[config.mk]
export PLATFORM = sky130hd
export DESIGN_NAME = fetch_unit_flat
export DESIGN_NICKNAME = d
export VERILOG_FILES = /design/src/rtl/fetch_unit_if.sv /design/src/rtl/fetch_unit.sv /design/src/flat_wrapper.sv
export SDC_FILE = /design/constraint.sdc
export NUM_CORES = 1
export LEC_CHECK = 0
export ABC_CLOCK_PERIOD_IN_PS = 3200
export CORE_MARGIN = 1.5
export CORE_UTILIZATION = 49
export DETAILED_ROUTE_END_ITERATION = 8
export PLACE_DENSITY = 0.88
export SYNTH_ARGS = -nofsm -noshare
export SYNTH_HDL_FRONTEND = slang
export SYNTH_SLANG_ARGS = --single-unit
[constraint.sdc]
create_clock -name clk -period 3.2 [get_ports clk]
set_clock_uncertainty 0.2 [all_clocks]
set_input_delay 0.64 -clock clk [delete_from_list [all_inputs] [get_ports clk]]
set_output_delay 0.64 -clock clk [all_outputs]
set_load 0.01 [all_outputs]
[src/rtl/fetch_unit_if.sv]
// fetch_unit_if: instruction-memory request/response bus between fetch and imem
interface fetch_unit_if #(
    parameter int DATA_WIDTH = 32
);
    logic                  req_valid;
    logic                  req_ready;
    logic [DATA_WIDTH-1:0] addr;
    logic                  resp_valid;
    logic [DATA_WIDTH-1:0] resp_data;
    modport master (
        output req_valid, addr,
        input  req_ready, resp_valid, resp_data
    );
    modport slave (
        input  req_valid, addr,
        output req_ready, resp_valid, resp_data
    );
endinterface

[src/rtl/fetch_unit.sv]
// fetch_unit: RV32I fetch PC, single-outstanding imem fetch, IF/ID register with stall hold and redirect squash
module fetch_unit #(
    parameter int                    DATA_WIDTH = 32,
    parameter logic [DATA_WIDTH-1:0] RESET_PC   = 32'h0000_0000,
    parameter logic [DATA_WIDTH-1:0] NOP_INSTR  = 32'h0000_0013
) (
    input  logic                  clk,
    input  logic                  rst_n,
    fetch_unit_if.master          imem,
    input  logic                  PCsrc_E_i,
    input  logic [DATA_WIDTH-1:0] PCTarget_E_i,
    input  logic                  stall_D_i,
    output logic [DATA_WIDTH-1:0] instr_D_o,
    output logic [DATA_WIDTH-1:0] PC_D_o,
    output logic [DATA_WIDTH-1:0] PCPlus4_D_o,
    output logic                  valid_D_o,
    output logic [DATA_WIDTH-1:0] pc_F_o
);
    typedef enum logic [1:0] {REQ, WAIT, HOLD, DROP} state_t;
    state_t                state_q;
    logic [DATA_WIDTH-1:0] pc_q;
    logic [DATA_WIDTH-1:0] hold_q;
    logic [DATA_WIDTH-1:0] instr_q;
    logic [DATA_WIDTH-1:0] pc_id_q;
    logic [DATA_WIDTH-1:0] pcp4_id_q;
    logic                  valid_q;
    logic                  fire_d;
    logic                  deliver_d;
    logic [DATA_WIDTH-1:0] pc_plus4_d;
    logic [DATA_WIDTH-1:0] target_d;
    logic [DATA_WIDTH-1:0] fetched_d;
    assign imem.req_valid = (state_q == REQ);
    assign imem.addr      = pc_q;
    assign pc_F_o         = pc_q;
    assign instr_D_o      = instr_q;
    assign PC_D_o         = pc_id_q;
    assign PCPlus4_D_o    = pcp4_id_q;
    assign valid_D_o      = valid_q;
    // Handshake, delivery and next-PC terms shared by the FSM and the IF/ID register
    always_comb begin
        fire_d     = (state_q == REQ) && imem.req_ready;
        pc_plus4_d = pc_q + DATA_WIDTH'(4);
        target_d   = PCTarget_E_i & ~DATA_WIDTH'(3);
        deliver_d  = !PCsrc_E_i && !stall_D_i &&
                     (((state_q == WAIT) && imem.resp_valid) || (state_q == HOLD));
        fetched_d  = (state_q == HOLD) ? hold_q : imem.resp_data;
    end
    // Fetch FSM: redirect beats everything; DROP keeps waiting for the response still owed
    always_ff @(posedge clk) begin
        if (!rst_n) begin
            state_q <= REQ;
            pc_q    <= RESET_PC;
            hold_q  <= '0;
        end else if (PCsrc_E_i) begin
            pc_q    <= target_d;
            hold_q  <= '0;
            state_q <= (state_q == REQ)  ? (fire_d ? DROP : REQ) :
                       (state_q == HOLD) ? REQ :
                       (imem.resp_valid ? REQ : DROP);
        end else begin
            if (deliver_d)
                pc_q <= pc_plus4_d;
            case (state_q)
                REQ:  if (fire_d) state_q <= WAIT;
                WAIT: if (imem.resp_valid) begin
                          if (stall_D_i) begin
                              hold_q  <= imem.resp_data;
                              state_q <= HOLD;
                          end else begin
                              state_q <= REQ;
                          end
                      end
                HOLD: if (!stall_D_i) state_q <= REQ;
                default: if (imem.resp_valid) state_q <= REQ;
            endcase
        end
    end
    // IF/ID register: squash on redirect, load on delivery, hold on stall, otherwise bubble
    always_ff @(posedge clk) begin
        if (!rst_n) begin
            valid_q   <= 1'b0;
            instr_q   <= NOP_INSTR;
            pc_id_q   <= '0;
            pcp4_id_q <= '0;
        end else if (PCsrc_E_i) begin
            valid_q <= 1'b0;
            instr_q <= NOP_INSTR;
        end else if (deliver_d) begin
            valid_q   <= 1'b1;
            instr_q   <= fetched_d;
            pc_id_q   <= pc_q;
            pcp4_id_q <= pc_plus4_d;
        end else if (!stall_D_i) begin
            valid_q <= 1'b0;
            instr_q <= NOP_INSTR;
        end
    end
endmodule
[src/flat_wrapper.sv]
// flat-port wrapper written by rule: the top's interface ports become plain ports
module fetch_unit_flat 
#(
    parameter int                    DATA_WIDTH = 32,
    parameter logic [DATA_WIDTH-1:0] RESET_PC   = 32'h0000_0000,
    parameter logic [DATA_WIDTH-1:0] NOP_INSTR  = 32'h0000_0013
)
  (clk, rst_n, PCsrc_E_i, PCTarget_E_i, stall_D_i, instr_D_o, PC_D_o, PCPlus4_D_o, valid_D_o, pc_F_o, imem_req_valid, imem_addr, imem_req_ready, imem_resp_valid, imem_resp_data);
  fetch_unit_if #(.DATA_WIDTH(DATA_WIDTH)) imem_i ();
  input  logic clk;
  input  logic rst_n;
  input  logic PCsrc_E_i;
  input  logic [DATA_WIDTH-1:0] PCTarget_E_i;
  input  logic stall_D_i;
  output logic [DATA_WIDTH-1:0] instr_D_o;
  output logic [DATA_WIDTH-1:0] PC_D_o;
  output logic [DATA_WIDTH-1:0] PCPlus4_D_o;
  output logic valid_D_o;
  output logic [DATA_WIDTH-1:0] pc_F_o;
  output wire logic [$bits(imem_i.req_valid)-1:0] imem_req_valid;
  output wire logic [$bits(imem_i.addr)-1:0] imem_addr;
  input wire logic [$bits(imem_i.req_ready)-1:0] imem_req_ready;
  input wire logic [$bits(imem_i.resp_valid)-1:0] imem_resp_valid;
  input wire logic [$bits(imem_i.resp_data)-1:0] imem_resp_data;
  assign imem_req_valid = imem_i.req_valid;
  assign imem_addr = imem_i.addr;
  assign imem_i.req_ready = imem_req_ready;
  assign imem_i.resp_valid = imem_resp_valid;
  assign imem_i.resp_data = imem_resp_data;
  fetch_unit #(.DATA_WIDTH(DATA_WIDTH), .RESET_PC(RESET_PC), .NOP_INSTR(NOP_INSTR)) u_core (.clk(clk), .rst_n(rst_n), .imem(imem_i), .PCsrc_E_i(PCsrc_E_i), .PCTarget_E_i(PCTarget_E_i), .stall_D_i(stall_D_i), .instr_D_o(instr_D_o), .PC_D_o(PC_D_o), .PCPlus4_D_o(PCPlus4_D_o), .valid_D_o(valid_D_o), .pc_F_o(pc_F_o));
endmodule
==> metrics.md <==
| Metric | Value |
|---|---|
| Cts repair resizes | 0 |
| Min Tclk post-route | 2.64 ns |
| Total Negative Setup Slacks | 0 ns |
| Req. time, crit path | 3.37 ns |
| Area delta synth->final | 37.6% |
| Root buffer cell | clkbuf_16 |
| Reg2reg end | u_core.imem.addr[18] |
| Congestion Overflow GR | 0 |
| Post-route DRC | 0 |
| Fraction of registers with async set/reset | 0 |
| Hold path startpoint | u_core.PC_D_o[10] |
| CP endpoint kind | flip-flop |
| Critical Path Sink | u_core.imem.addr[18] |
| CTS tree | built |
| Placed cells | 1165 |
| Worst vdd ir | 306 uV |
| Vias in the first global route | 6083 |
| Die Span X | 123 um |
| Setup CP Type | flip-flop to flip-flop |
| Post-DP HPWL | 13200 um |
| RSZ-0062 raised after global routing | no |
| Sink Count | 157 |
| Synth area leader | dfxtp_1 |
| NumNets Final | 1075 |
| Outcome | finished clean |
| Core Area | 13900 um2 |
| GPL Wtd Cong | 0.815 |
| Max FO, Critical Path | 7 |
| Util after Layout | 0.693 |
| DR pass1 iterations | 5 |
| First-pass GRT wire length | 30600 um |
| Post-CTS Setup Repair Bufs | 0 |
| # IOs | 232 |
| Synth cell types | 47 |
| N_diodes | 0 |
| Vias per Instance | 5.51 |
| Worst endpoint data arrival time | 2.81 ns |
| Final worst-path cycle share | 0.824 |
| Top FF cell, synth | dfxtp_1 |
| Total GRT Usage | 0.259 |
| Largest net degree at the start of global routing | 69 |
| R2R Setup Slk | 0.56 ns |
| Clock buffer depth | 2 |
| R2R depth | 6 |
| Total of warnings raised by yosys | 0 |
| Antenna Violating Nets Remaining | 0 |
| Share of layout cells above drive strength 1 | 0.0954 |
| Mapped cell area | 7020 um2 |
| Final WL | 19600 um |
| Row count | 43 |
| Num CTS Buffers | 17 |
| Leak | 3.29 nW |
| Cts-stage hold buffer count | 0 |
| Max Fclk | 0.379 GHz |
| Initial Utilization | 0.504 |
| Syn_area_per_cell | 8.33 um2 |
| Synth Register Bits | 157 |
| Synth top area share | 0.448 |
| Via count | 6601 |
| Post-synth EDFFs | 0 |
| Drt wl/cell | 16.4 um |
| Final Non-Filler Cells | 1197 |
| Mapped Cells | 843 |
| RR Startpoint | u_core.imem.addr[3] |
| Clk Latency, worst-skew pair | 0.43 ns |
| Cell depth of the worst hold path | 2 |
| Synth top area cells | dfxtp_1 45%, nand2_1 7.9%, a21oi_1 7.1% |
| Final setup viols | 0 |
| Initial DRC Count | 523 |
| Max-slew headroom | 0.536 |
| Crit start category | flip-flop |
| Worst setup startpoint | u_core.imem.addr[3] |
| Port Buf Inserts | 221 |
| H-tree Lvls | 4 |
| Worst-path clk slew | 0.06 ns |
| Die height | 123 um |
| Die area | 15100 um2 |
| Pwr/cell area | 470 nW/um2 |
| Post-synthesis sequential area ratio | 0.448 |
| Fin. max-slew vios | 0 |
| Initial antenna violation count | 0 |
| Maxcap violations | 0 |
| Worst slew pin tran | 0.695 ns |
| Hold crit path type | flip-flop to flip-flop |
| Hold Vio Cnt, Final | 0 |
-- sequential cells by signal, indices dropped and copies added (netlist names) --
| register | cells |
|---|---|
| u_core.valid_D_o | 1 |
| u_core.instr_D_o | 32 |
| u_core.imem.addr | 30 |
| u_core.hold_q | 32 |
| u_core.state_q | 2 |
| u_core.PCPlus4_D_o | 30 |
| u_core.PC_D_o | 30 |
-- cells in the mapped netlist, types with 2 or more instances --
master,instances
dfxtp_1,157
nand2_1,147
a21oi_1,99
nor2_1,58
clkbuf_1,52
o21ai_0,44
buf_4,38
mux2_2,32
xor2_1,31
a22oi_1,29
xnor2_1,21
nand3_1,20
nand4_1,18
a211oi_1,16
buf_2,12
and3_1,7
nor3_1,7
buf_1,5
inv_1,5
and4_1,4
o22ai_1,4
a311oi_1,3
mux2i_1,3
a31oi_1,2
and2_1,2
nor2b_1,2
nor4_4,2
o21a_1,2
or2_0,2
or3_1,2
-- critical path, stage by stage, from the launching register on --
cell and delay, ns:
dfxtp_1 0.46, ha_1 0.28, nand3_1 0.37, nor4_4 0.60, a31oi_1 0.17, a211oi_1 0.32
o21a_1 0.18
-- power breakdown --
| part | total, mW | internal [mW] | switching (mW) |
|---|---|---|---|
| Sequential | 2.09 | 2.02 | 0.0776 |
| Combinational | 0.655 | 0.346 | 0.310 |
| Clock | 1.79 | 1.00 | 0.792 |
-- area by class of cell --
cell class | instances | area, um2
clock buffer | 20 | 447
sequential | 157 | 3140
tap | 180 | 225
fill | 1083 | 4270
timing repair buffer | 243 | 2410
clock inverter | 12 | 73.8
inverter | 6 | 22.5
multi-input combinational | 579 | 3330
-- cell families after synthesis --
logic type,count (synthesis),share of synthesized area
AND/OR/NAND/NOR,281,0.181
AO/OA/AOI/OAI,202,0.165
flip-flops,157,0.448
buffers and inverters,114,0.0836
XOR/XNOR,52,0.0649
multiplexers,35,0.0556
adder cells (fa/ha/maj),1,0.00178
other,1,0.000534
-- how the worst min path moves through the flow --
stage / endpoint / slack, ns
floorplan: u_core.hold_q[0] / 0.23
global route: u_core.hold_q[25] / 0.27
CTS: u_core.PC_D_o[23] / 0.25
finish: u_core.PC_D_o[10] / 0.25
global placement: u_core.hold_q[8] / 0.24
detailed placement: u_core.PC_D_o[10] / 0.25
-- through the flow --
stage | power, mW | hold WS (ns) | setup slack [ns] | instance area [um2]
after floorplan | 2.48 | 0.234 | 0.935 | 7050
after global placement | 2.77 | 0.239 | 0.399 | 9140
after detailed placement | 2.79 | 0.246 | 0.309 | 9140
after CTS | 4.57 | 0.254 | 0.581 | 9660
after global routing | 4.71 | 0.267 | 0.394 | 9660
final | 4.54 | 0.252 | 0.563 | 9660
-- cells in the final DEF, fill, tap and decap left out, drive strengths merged, types with 3 or more instances in the layout --
cell / count
nor3: 8
clkdlybuf4s50: 221
conb: 8
nand4: 19
clkbuf: 20
dfxtp: 157
inv: 6
and4: 4
o21ai: 44
nand2: 147
xnor2: 21
a311oi: 3
a21oi: 100
clkinvlp: 4
mux2: 32
a22oi: 29
clkinv: 8
nor2: 59
xor2: 31
a211oi: 16
buf: 22
mux2i: 3
and3: 7
and2: 3
or2: 3
nor4: 4
o22ai: 4
nand3: 20
-- layer usage --
layer | vias to the layer above | part of all wire | global-route usage
met5 | - | 0 | 0
met4 | 0 | 0.022 | 0.0967
met3 | 32 | 0.090 | 0.0813
met2 | 270 | 0.49 | 0.435
met1 | 3138 | 0.40 | 0.309
li1 | 3161 | - | -
Power figures use the tool's default switching activity.
